### src/rtl/recon_dma_ctrl_v2.sv
// recon_dma_ctrl_v2: reconfiguration controller on the app RX path.
// Parses the recon header in the first beat of each frame, keeps a small
// bitstream table, issues DMA read/write descriptors and realigns STORE
// payload so that the first payload byte lands on output byte 0.
module recon_dma_ctrl_v2 #(
  parameter int DATA_WIDTH = 512,
  parameter int KEEP_WIDTH = DATA_WIDTH/8,
  parameter int HDR_OFFSET = 46,
  parameter int ADDR_WIDTH = 34,
  parameter int LEN_WIDTH  = 20,
  parameter int TAG_WIDTH  = 8,
  parameter int SLOTS      = 16
) (
  input  logic                  clk,
  input  logic                  rst,
  input  logic [DATA_WIDTH-1:0] s_axis_tdata,
  input  logic [KEEP_WIDTH-1:0] s_axis_tkeep,
  input  logic                  s_axis_tvalid,
  input  logic                  s_axis_tlast,
  output logic                  s_axis_tready,
  output logic [ADDR_WIDTH-1:0] m_axis_rd_desc_addr,
  output logic [LEN_WIDTH-1:0]  m_axis_rd_desc_len,
  output logic [TAG_WIDTH-1:0]  m_axis_rd_desc_tag,
  output logic                  m_axis_rd_desc_valid,
  input  logic                  m_axis_rd_desc_ready,
  output logic [ADDR_WIDTH-1:0] m_axis_wr_desc_addr,
  output logic [LEN_WIDTH-1:0]  m_axis_wr_desc_len,
  output logic [TAG_WIDTH-1:0]  m_axis_wr_desc_tag,
  output logic                  m_axis_wr_desc_valid,
  input  logic                  m_axis_wr_desc_ready,
  output logic [DATA_WIDTH-1:0] m_axis_tdata,
  output logic [KEEP_WIDTH-1:0] m_axis_tkeep,
  output logic                  m_axis_tvalid,
  output logic                  m_axis_tlast,
  input  logic                  m_axis_tready,
  output logic                  stat_store,
  output logic                  stat_load,
  output logic                  stat_err,
  output logic                  busy
);

  // P: first payload byte in the first beat; R: payload bytes carried by that beat.
  localparam int P   = HDR_OFFSET + 16;
  localparam int R   = KEEP_WIDTH - P;
  localparam int IDW = (SLOTS > 1) ? $clog2(SLOTS) : 1;
  localparam int CW  = LEN_WIDTH + 1;
  localparam int PCW = $clog2(KEEP_WIDTH + 1);

  typedef enum logic [2:0] {IDLE, WR_DESC, RD_DESC, XFER, FLUSH, DROP} state_t;

  function automatic logic [PCW-1:0] popcnt(input logic [KEEP_WIDTH-1:0] k);
    logic [PCW-1:0] c;
    c = '0;
    for (int i = 0; i < KEEP_WIDTH; i++) c = c + PCW'(k[i]);
    return c;
  endfunction

  state_t                 state_q, state_d;
  logic [IDW-1:0]         id_q;
  logic                   first_last_q;
  logic [ADDR_WIDTH-1:0]  addr_q;
  logic [LEN_WIDTH-1:0]   len_q;
  logic [R*8-1:0]         resid_q;
  logic [R-1:0]           resid_keep_q;
  logic [CW-1:0]          cnt_q;
  logic [TAG_WIDTH-1:0]   tag_q;
  logic [SLOTS-1:0]       tbl_valid_q;
  logic [ADDR_WIDTH-1:0]  tbl_addr_q [SLOTS];
  logic [LEN_WIDTH-1:0]   tbl_len_q  [SLOTS];
  logic [DATA_WIDTH-1:0]  m_tdata_q;
  logic [KEEP_WIDTH-1:0]  m_tkeep_q;
  logic                   m_tvalid_q, m_tlast_q;
  logic                   stat_store_q, stat_load_q, stat_err_q;

  // Header fields, valid only while a first beat is presented in IDLE.
  logic [1:0]             hdr_op;
  logic [IDW-1:0]         hdr_id;
  logic [31:0]            hdr_len;
  logic [ADDR_WIDTH-1:0]  hdr_addr;
  logic                   len_ok, hdr_store_ok, hdr_load_ok, hdr_inval, hdr_bad;

  assign hdr_op   = s_axis_tdata[HDR_OFFSET*8 +: 2];
  assign hdr_id   = s_axis_tdata[(HDR_OFFSET+1)*8 +: IDW];
  assign hdr_len  = s_axis_tdata[(HDR_OFFSET+4)*8 +: 32];
  assign hdr_addr = s_axis_tdata[(HDR_OFFSET+8)*8 +: ADDR_WIDTH];

  assign len_ok       = (hdr_len != 32'd0) && ((hdr_len >> LEN_WIDTH) == 32'd0);
  assign hdr_store_ok = (hdr_op == 2'b00) && len_ok;
  assign hdr_load_ok  = (hdr_op == 2'b01) && tbl_valid_q[hdr_id];
  assign hdr_inval    = (hdr_op == 2'b10);
  assign hdr_bad      = !hdr_store_ok && !hdr_load_ok && !hdr_inval;

  logic          out_free, s_hs, idle_hs, wr_hs, rd_hs, xfer_load, flush_load, err_evt;
  logic [CW-1:0] cnt_sum;

  // The output register can take a new beat when empty or being drained.
  assign out_free   = !m_tvalid_q || m_axis_tready;
  assign s_hs       = s_axis_tvalid && s_axis_tready;
  assign idle_hs    = (state_q == IDLE) && s_hs;
  assign wr_hs      = m_axis_wr_desc_valid && m_axis_wr_desc_ready;
  assign rd_hs      = m_axis_rd_desc_valid && m_axis_rd_desc_ready;
  assign xfer_load  = (state_q == XFER) && s_hs;
  assign flush_load = (state_q == FLUSH) && out_free;
  assign cnt_sum    = cnt_q + CW'(popcnt(s_axis_tkeep));

  // Error sources: bad header, or payload byte count disagreeing with len at frame end.
  assign err_evt = (idle_hs && hdr_bad) ||
                   (wr_hs && first_last_q && (cnt_q != {1'b0, len_q})) ||
                   (xfer_load && s_axis_tlast && (cnt_sum != {1'b0, len_q}));

  // State register.
  always_ff @(posedge clk) begin
    if (rst) state_q <= IDLE;
    else     state_q <= state_d;
  end

  // Next-state logic.
  always_comb begin
    state_d = state_q;
    case (state_q)
      IDLE: if (s_hs) begin
        if (hdr_store_ok)     state_d = WR_DESC;
        else if (hdr_load_ok) state_d = RD_DESC;
        else                  state_d = s_axis_tlast ? IDLE : DROP;
      end
      WR_DESC: if (wr_hs) state_d = first_last_q ? FLUSH : XFER;
      RD_DESC: if (rd_hs) state_d = first_last_q ? IDLE : DROP;
      XFER:    if (s_hs && s_axis_tlast) state_d = s_axis_tkeep[P] ? FLUSH : IDLE;
      FLUSH:   if (out_free) state_d = IDLE;
      DROP:    if (s_hs && s_axis_tlast) state_d = IDLE;
      default: state_d = IDLE;
    endcase
  end

  // State-decoded handshake outputs.
  always_comb begin
    s_axis_tready        = 1'b0;
    m_axis_wr_desc_valid = 1'b0;
    m_axis_rd_desc_valid = 1'b0;
    case (state_q)
      IDLE:    s_axis_tready = 1'b1;
      WR_DESC: m_axis_wr_desc_valid = 1'b1;
      RD_DESC: m_axis_rd_desc_valid = 1'b1;
      XFER:    s_axis_tready = out_free;
      DROP:    s_axis_tready = 1'b1;
      default: ;
    endcase
    busy = (state_q != IDLE);
  end

  // Control registers: event pulses, tag counter, table valid bits, output valid/last.
  always_ff @(posedge clk) begin
    if (rst) begin
      stat_store_q <= 1'b0;
      stat_load_q  <= 1'b0;
      stat_err_q   <= 1'b0;
      tag_q        <= '0;
      tbl_valid_q  <= '0;
      m_tvalid_q   <= 1'b0;
      m_tlast_q    <= 1'b0;
    end else begin
      stat_store_q <= wr_hs;
      stat_load_q  <= rd_hs;
      stat_err_q   <= err_evt;
      if (wr_hs) tag_q <= tag_q + 1'b1;
      if (idle_hs && hdr_inval) tbl_valid_q[hdr_id] <= 1'b0;
      if (wr_hs) tbl_valid_q[id_q] <= 1'b1;
      if (m_axis_tready) m_tvalid_q <= 1'b0;
      if (xfer_load || flush_load) begin
        m_tvalid_q <= 1'b1;
        // Last beat closes here only when the new residual is empty.
        m_tlast_q  <= flush_load || (s_axis_tlast && !s_axis_tkeep[P]);
      end
    end
  end

  // Datapath: captured header, residual bytes, payload count and output beat.
  always_ff @(posedge clk) begin
    if (idle_hs) begin
      id_q         <= hdr_id;
      first_last_q <= s_axis_tlast;
      if (hdr_op == 2'b01) begin
        addr_q <= tbl_addr_q[hdr_id];
        len_q  <= tbl_len_q[hdr_id];
      end else begin
        addr_q <= hdr_addr;
        len_q  <= hdr_len[LEN_WIDTH-1:0];
      end
      resid_q      <= s_axis_tdata[DATA_WIDTH-1:P*8];
      resid_keep_q <= s_axis_tkeep[KEEP_WIDTH-1:P];
      cnt_q        <= CW'(popcnt({{P{1'b0}}, s_axis_tkeep[KEEP_WIDTH-1:P]}));
    end
    if (xfer_load) begin
      m_tdata_q    <= {s_axis_tdata[P*8-1:0], resid_q};
      m_tkeep_q    <= {s_axis_tkeep[P-1:0], resid_keep_q};
      resid_q      <= s_axis_tdata[DATA_WIDTH-1:P*8];
      resid_keep_q <= s_axis_tkeep[KEEP_WIDTH-1:P];
      cnt_q        <= cnt_sum;
    end
    if (flush_load) begin
      m_tdata_q <= {{(P*8){1'b0}}, resid_q};
      m_tkeep_q <= {{P{1'b0}}, resid_keep_q};
    end
  end

  // Bitstream table contents, written when a STORE descriptor is accepted.
  always_ff @(posedge clk) begin
    if (wr_hs) begin
      tbl_addr_q[id_q] <= addr_q;
      tbl_len_q[id_q]  <= len_q;
    end
  end

  assign m_axis_wr_desc_addr = addr_q;
  assign m_axis_wr_desc_len  = len_q;
  assign m_axis_wr_desc_tag  = tag_q;
  assign m_axis_rd_desc_addr = addr_q;
  assign m_axis_rd_desc_len  = len_q;
  assign m_axis_rd_desc_tag  = tag_q;
  assign m_axis_tdata        = m_tdata_q;
  assign m_axis_tkeep        = m_tkeep_q;
  assign m_axis_tvalid       = m_tvalid_q;
  assign m_axis_tlast        = m_tlast_q;
  assign stat_store          = stat_store_q;
  assign stat_load           = stat_load_q;
  assign stat_err            = stat_err_q;

endmodule
### config.mk
export PLATFORM = sky130hd
export DESIGN_NAME = recon_dma_ctrl_v2
export DESIGN_NICKNAME = d
export VERILOG_FILES = /design/src/rtl/recon_dma_ctrl_v2.sv
export SDC_FILE = /design/constraint.sdc
export NUM_CORES = 2
export LEC_CHECK = 0
export CAP_MARGIN = 20
export CORE_AREA = 2 2 497 499
export CTS_CLUSTER_SIZE = 28
export DETAILED_ROUTE_END_ITERATION = 16
export DIE_AREA = 0 0 499 501
export PLACE_DENSITY = 0.56
export REMOVE_ABC_BUFFERS = 1
export SLEW_MARGIN = 10
export SYNTH_ARGS = -nofsm -noshare
export SYNTH_HDL_FRONTEND = slang
export SYNTH_SLANG_ARGS = --single-unit
### constraint.sdc
create_clock -name clk -period 10.1 [get_ports clk]
set_input_delay 3.03 -clock clk [delete_from_list [all_inputs] [get_ports clk]]
set_output_delay 3.03 -clock clk [all_outputs]
set_load 0.02 [all_outputs]
==> key figures <==
Outcome
  • Status: finished clean

GRT
  • Grt total ovfl: 0
  • Largest net degree at the start of global routing: 200
  • Initial antenna violation count: 108
  • First-pass GRT wire length: 363000 um
  • Global-route usage over all layers: 0.212
  • Vias in the first global route: 40900

STA
  • Fmax achieved: 104 MHz
  • Worst slew margin: 0.136
  • Hold_ws: 0.419 ns
  • Max-slew violations: 0
  • Worst Skew: 0.0567 ns
  • Final hold violation count: 0
  • Final Cycle Share: 0.952
  • RSZ-0062 raised after global routing: false
  • Final min period: 9.61 ns
  • Setup violations, final: 0
  • Setup Total Neg Slack: 0 ns
  • Slew @ Worst Pin: 1.30 ns

Setup path
  • FF-to-FF setup slack: 3.56 ns
  • CP max stage delay: 0.68 ns
  • CP required: 10.83 ns
  • Worst Reg-to-Reg Cells: 19
  • Critical path peak fanout: 4
  • Most common cell on crit path: fa_1
  • R2r startpoint: cnt_q[0]
  • Cell Chain, Critical Path: clkdlybuf4s50_1 -> fa_1 -> buf_12 -> inv_1 -> fa_1 -> inv_1 -> fa_1 -> inv_1 -> fa_1 -> fa_1 -> fa_1 -> fa_1 -> fa_1 -> fa_1 -> fa_1 -> nor2b_1 -> o21ai_1 -> a21oi_1 -> buf_4 -> o21ai_0 -> xnor2_1 -> nor4_1 -> o2111a_1 -> a31oi_1
  • Worst R2R End: stat_err
  • Critical path's slowest cell: fa_1
  • CP Launch Type: input port
  • Crit. End Element: register
  • Setup CP Type: in2reg
  • CP arrival: 10.34 ns

Clocking
  • # clock sinks: 1570
  • PostCTS Resize Cnt: 0
  • Cts hold-fix bufs: 0
  • H-tree level count: 4
  • TritonCTS clock tree: yes
  • Max clock buf depth: 3
  • Worst-path clk slew: 0.06 ns
  • Worst-Skew Late Latency: 0.86 ns
  • CTS root buffer: clkbuf_16
  • Post-CTS setup buffers: 0
  • CTS Buf Count: 181

Final layout
  • Filler instances: 24100
  • Fin nets: 6330
  • Area added between synthesis and finish: 37.2%
  • Final Instance Area: 0.0832 mm2
  • Share of cells above drive strength 1: 0.126

Synthesis
  • Mapped cell area: 0.0606 mm2
  • Async S/R FF share, synth: 0
  • Sequential element share of the synthesized area: 0.680
  • Synthesis-stage register bit count: 1570
  • Syn Inst Count: 4444
  • Synth cell types: 65
  • Syn. warnings: 0
  • Post-synthesis area per instance: 13.6 um2
  • Most used DFF post-synth: edfxtp_1
  • Post-synth EDFFs: 980

Job
  • Max-Cap Viols: 0

Drt
  • DRT iter0 DRCs: 4130
  • Routed Antenna Nets: 0
  • Via density: 4.64
  • Total Wirelength: 275000 um
  • Drt first pass iters: 7
  • # DRC: 0
  • Routed len/inst: 30.3 um
  • Via count: 42100

Die
  • Top-level I/O count: 1292
  • Core ar.: 0.245 mm2
  • Row cnt: 182
  • Chip Width: 499 um
  • Initial Util: 0.248
  • Chip Height: 501 um
  • Die area: 0.250 mm2

Power and ir drop
  • Pwr Density: 253 mW/mm2
  • Total power: 21.0 mW
  • Peak VDD IR: 0.000698 V
  • Pleak: 27.5 nW

Hold path
  • Hold Path Sink: m_axis_tdata[10]
  • Number of cells on the worst hold path: 0
  • HP Start: resid_q[10]
  • Hold Path Class: reg2reg

Placed design
  • RePlAce Congestion: 0.914
  • Post-DP HPWL: 201000 um
  • Placed instance area: 0.0769 mm2
  • Port buffer count: 1291
## Yosys cell counts (5+ instances only)
cell type / n / area, um2
nand2_1: 1155 / 4340
nand3_1: 14 / 70.1
nor2_1: 47 / 176
mux4_2: 274 / 6170
ha_1: 29 / 363
nand2b_1: 8 / 50.1
inv_1: 110 / 413
o21ai_0: 30 / 150
nor2b_1: 9 / 56.3
nand4_1: 7 / 43.8
fa_1: 56 / 1120
mux2_2: 55 / 619
nor4_1: 12 / 75.1
nor3_1: 10 / 50.1
and3_1: 10 / 62.6
xor2_1: 39 / 342
a21oi_1: 583 / 2920
dfxtp_1: 590 / 11800
xnor2_1: 17 / 149
edfxtp_1: 980 / 29400
buf_1: 42 / 158
clkbuf_1: 200 / 751
buf_4: 63 / 473
a31oi_1: 5 / 31.3
buf_2: 25 / 125
## critical path: cells and delay by family
kind | cells | cell delay (ns)
adder cells (fa/ha/maj) | 10 | 4.90
buffers and inverters | 6 | 0.93
AO/OA/AOI/OAI | 5 | 0.80
XOR/XNOR | 1 | 0.17
AND/OR/NAND/NOR | 2 | 0.51
## state kept, by name, summed over array words and instances, names as in the netlist
| register | cells |
|---|---|
| tbl_addr_q | 544 |
| m_axis_tkeep | 64 |
| tbl_valid_q | 16 |
| resid_keep_q | 2 |
| m_axis_rd_desc_len | 20 |
| stat_store | 1 |
| cnt_q | 21 |
| resid_q | 16 |
| stat_load | 1 |
| m_axis_tdata | 512 |
| m_axis_rd_desc_tag | 8 |
| id_q | 4 |
| m_axis_tlast | 1 |
| m_axis_tvalid | 1 |
| stat_err | 1 |
| tbl_len_q | 320 |
| m_axis_rd_desc_addr | 34 |
| first_last_q | 1 |
| state_q | 3 |
## how the worst max path moves through the flow
| stage | start | endpoint | slack, ns | cells past startpoint |
|---|---|---|---|---|
| 6_report | s_axis_tkeep[17] | stat_err | 0.49 | 24 |
| 5_1_grt | s_axis_tkeep[17] | stat_err | 0.22 | 24 |
| 4_1_cts | s_axis_tkeep[17] | stat_err | 0.57 | 24 |
| 3_5_place_dp | s_axis_tkeep[17] | stat_err | -0.38 | 24 |
| 3_3_place_gp | s_axis_tkeep[17] | stat_err | -0.38 | 24 |
| 2_1_floorplan | m_axis_tready | cnt_q[0] | -12.35 | 3 |
## placed cells by master (no fill, tap or decap), types with 27 or more instances in the layout
cell type	n
clkdlybuf4s50_1	1287
nand2_1	1154
edfxtp_1	980
dfxtp_1	590
a21oi_1	583
mux4_2	274
clkbuf_16	181
inv_1	93
buf_4	61
fa_1	56
mux2_2	55
nor2_1	47
xor2_1	39
clkinv_2	36
o21ai_0	30
ha_1	29
clkbuf_1	29
diode_2	27
## power breakdown
| group | total (mW) | internal, mW | switching (mW) | leakage (nW) |
|---|---|---|---|---|
| clock | 6.82 | 3.91 | 2.91 | 3.00 |
| combinational | 6.43 | 3.05 | 3.38 | 10.8 |
| sequential | 7.77 | 7.35 | 0.418 | 13.6 |
## per-stage QoR
step           setup WS, ns  instances   util
2_1_floorplan        -12.35       4110      -
3_3_place_gp         -0.376       8697  0.314
3_5_place_dp         -0.382       8698  0.314
4_1_cts               0.571       9033  0.339
5_1_grt               0.219       9046  0.340
6_report              0.487       9061  0.340
## cells by family after synthesis
| logic type | after synthesis | share of synthesized area |
|---|---|---|
| flip-flops | 1570 | 0.680 |
| AND/OR/NAND/NOR | 1303 | 0.0854 |
| AO/OA/AOI/OAI | 651 | 0.0558 |
| buffers and inverters | 444 | 0.0322 |
| multiplexers | 332 | 0.113 |
| adder cells (fa/ha/maj) | 85 | 0.0245 |
| XOR/XNOR | 59 | 0.00921 |
## per-layer routing
| metal | global-route usage | vias up | share of wire |
|---|---|---|---|
| li1 | - | 18300 | - |
| met1 | 0.268 | 21500 | 0.41 |
| met2 | 0.341 | 1812 | 0.47 |
| met3 | 0.0682 | 432 | 0.084 |
| met4 | 0.0726 | 34 | 0.034 |
| met5 | 0 | - | 0.00080 |
## layout make-up
| class | instances | area, um2 | area share |
|---|---|---|---|
| timing repair buffer | 1369 | 13700 | 0.165 |
| inverter | 110 | 455 | 0.00548 |
| antenna | 27 | 67.6 | 0.000812 |
| sequential | 1570 | 41200 | 0.496 |
| tap | 3220 | 4030 | 0.0484 |
| clock buffer | 220 | 4780 | 0.0574 |
| multi-input combinational | 2430 | 17400 | 0.210 |
| clock inverter | 115 | 1430 | 0.0172 |
Power figures use the tool's default switching activity.
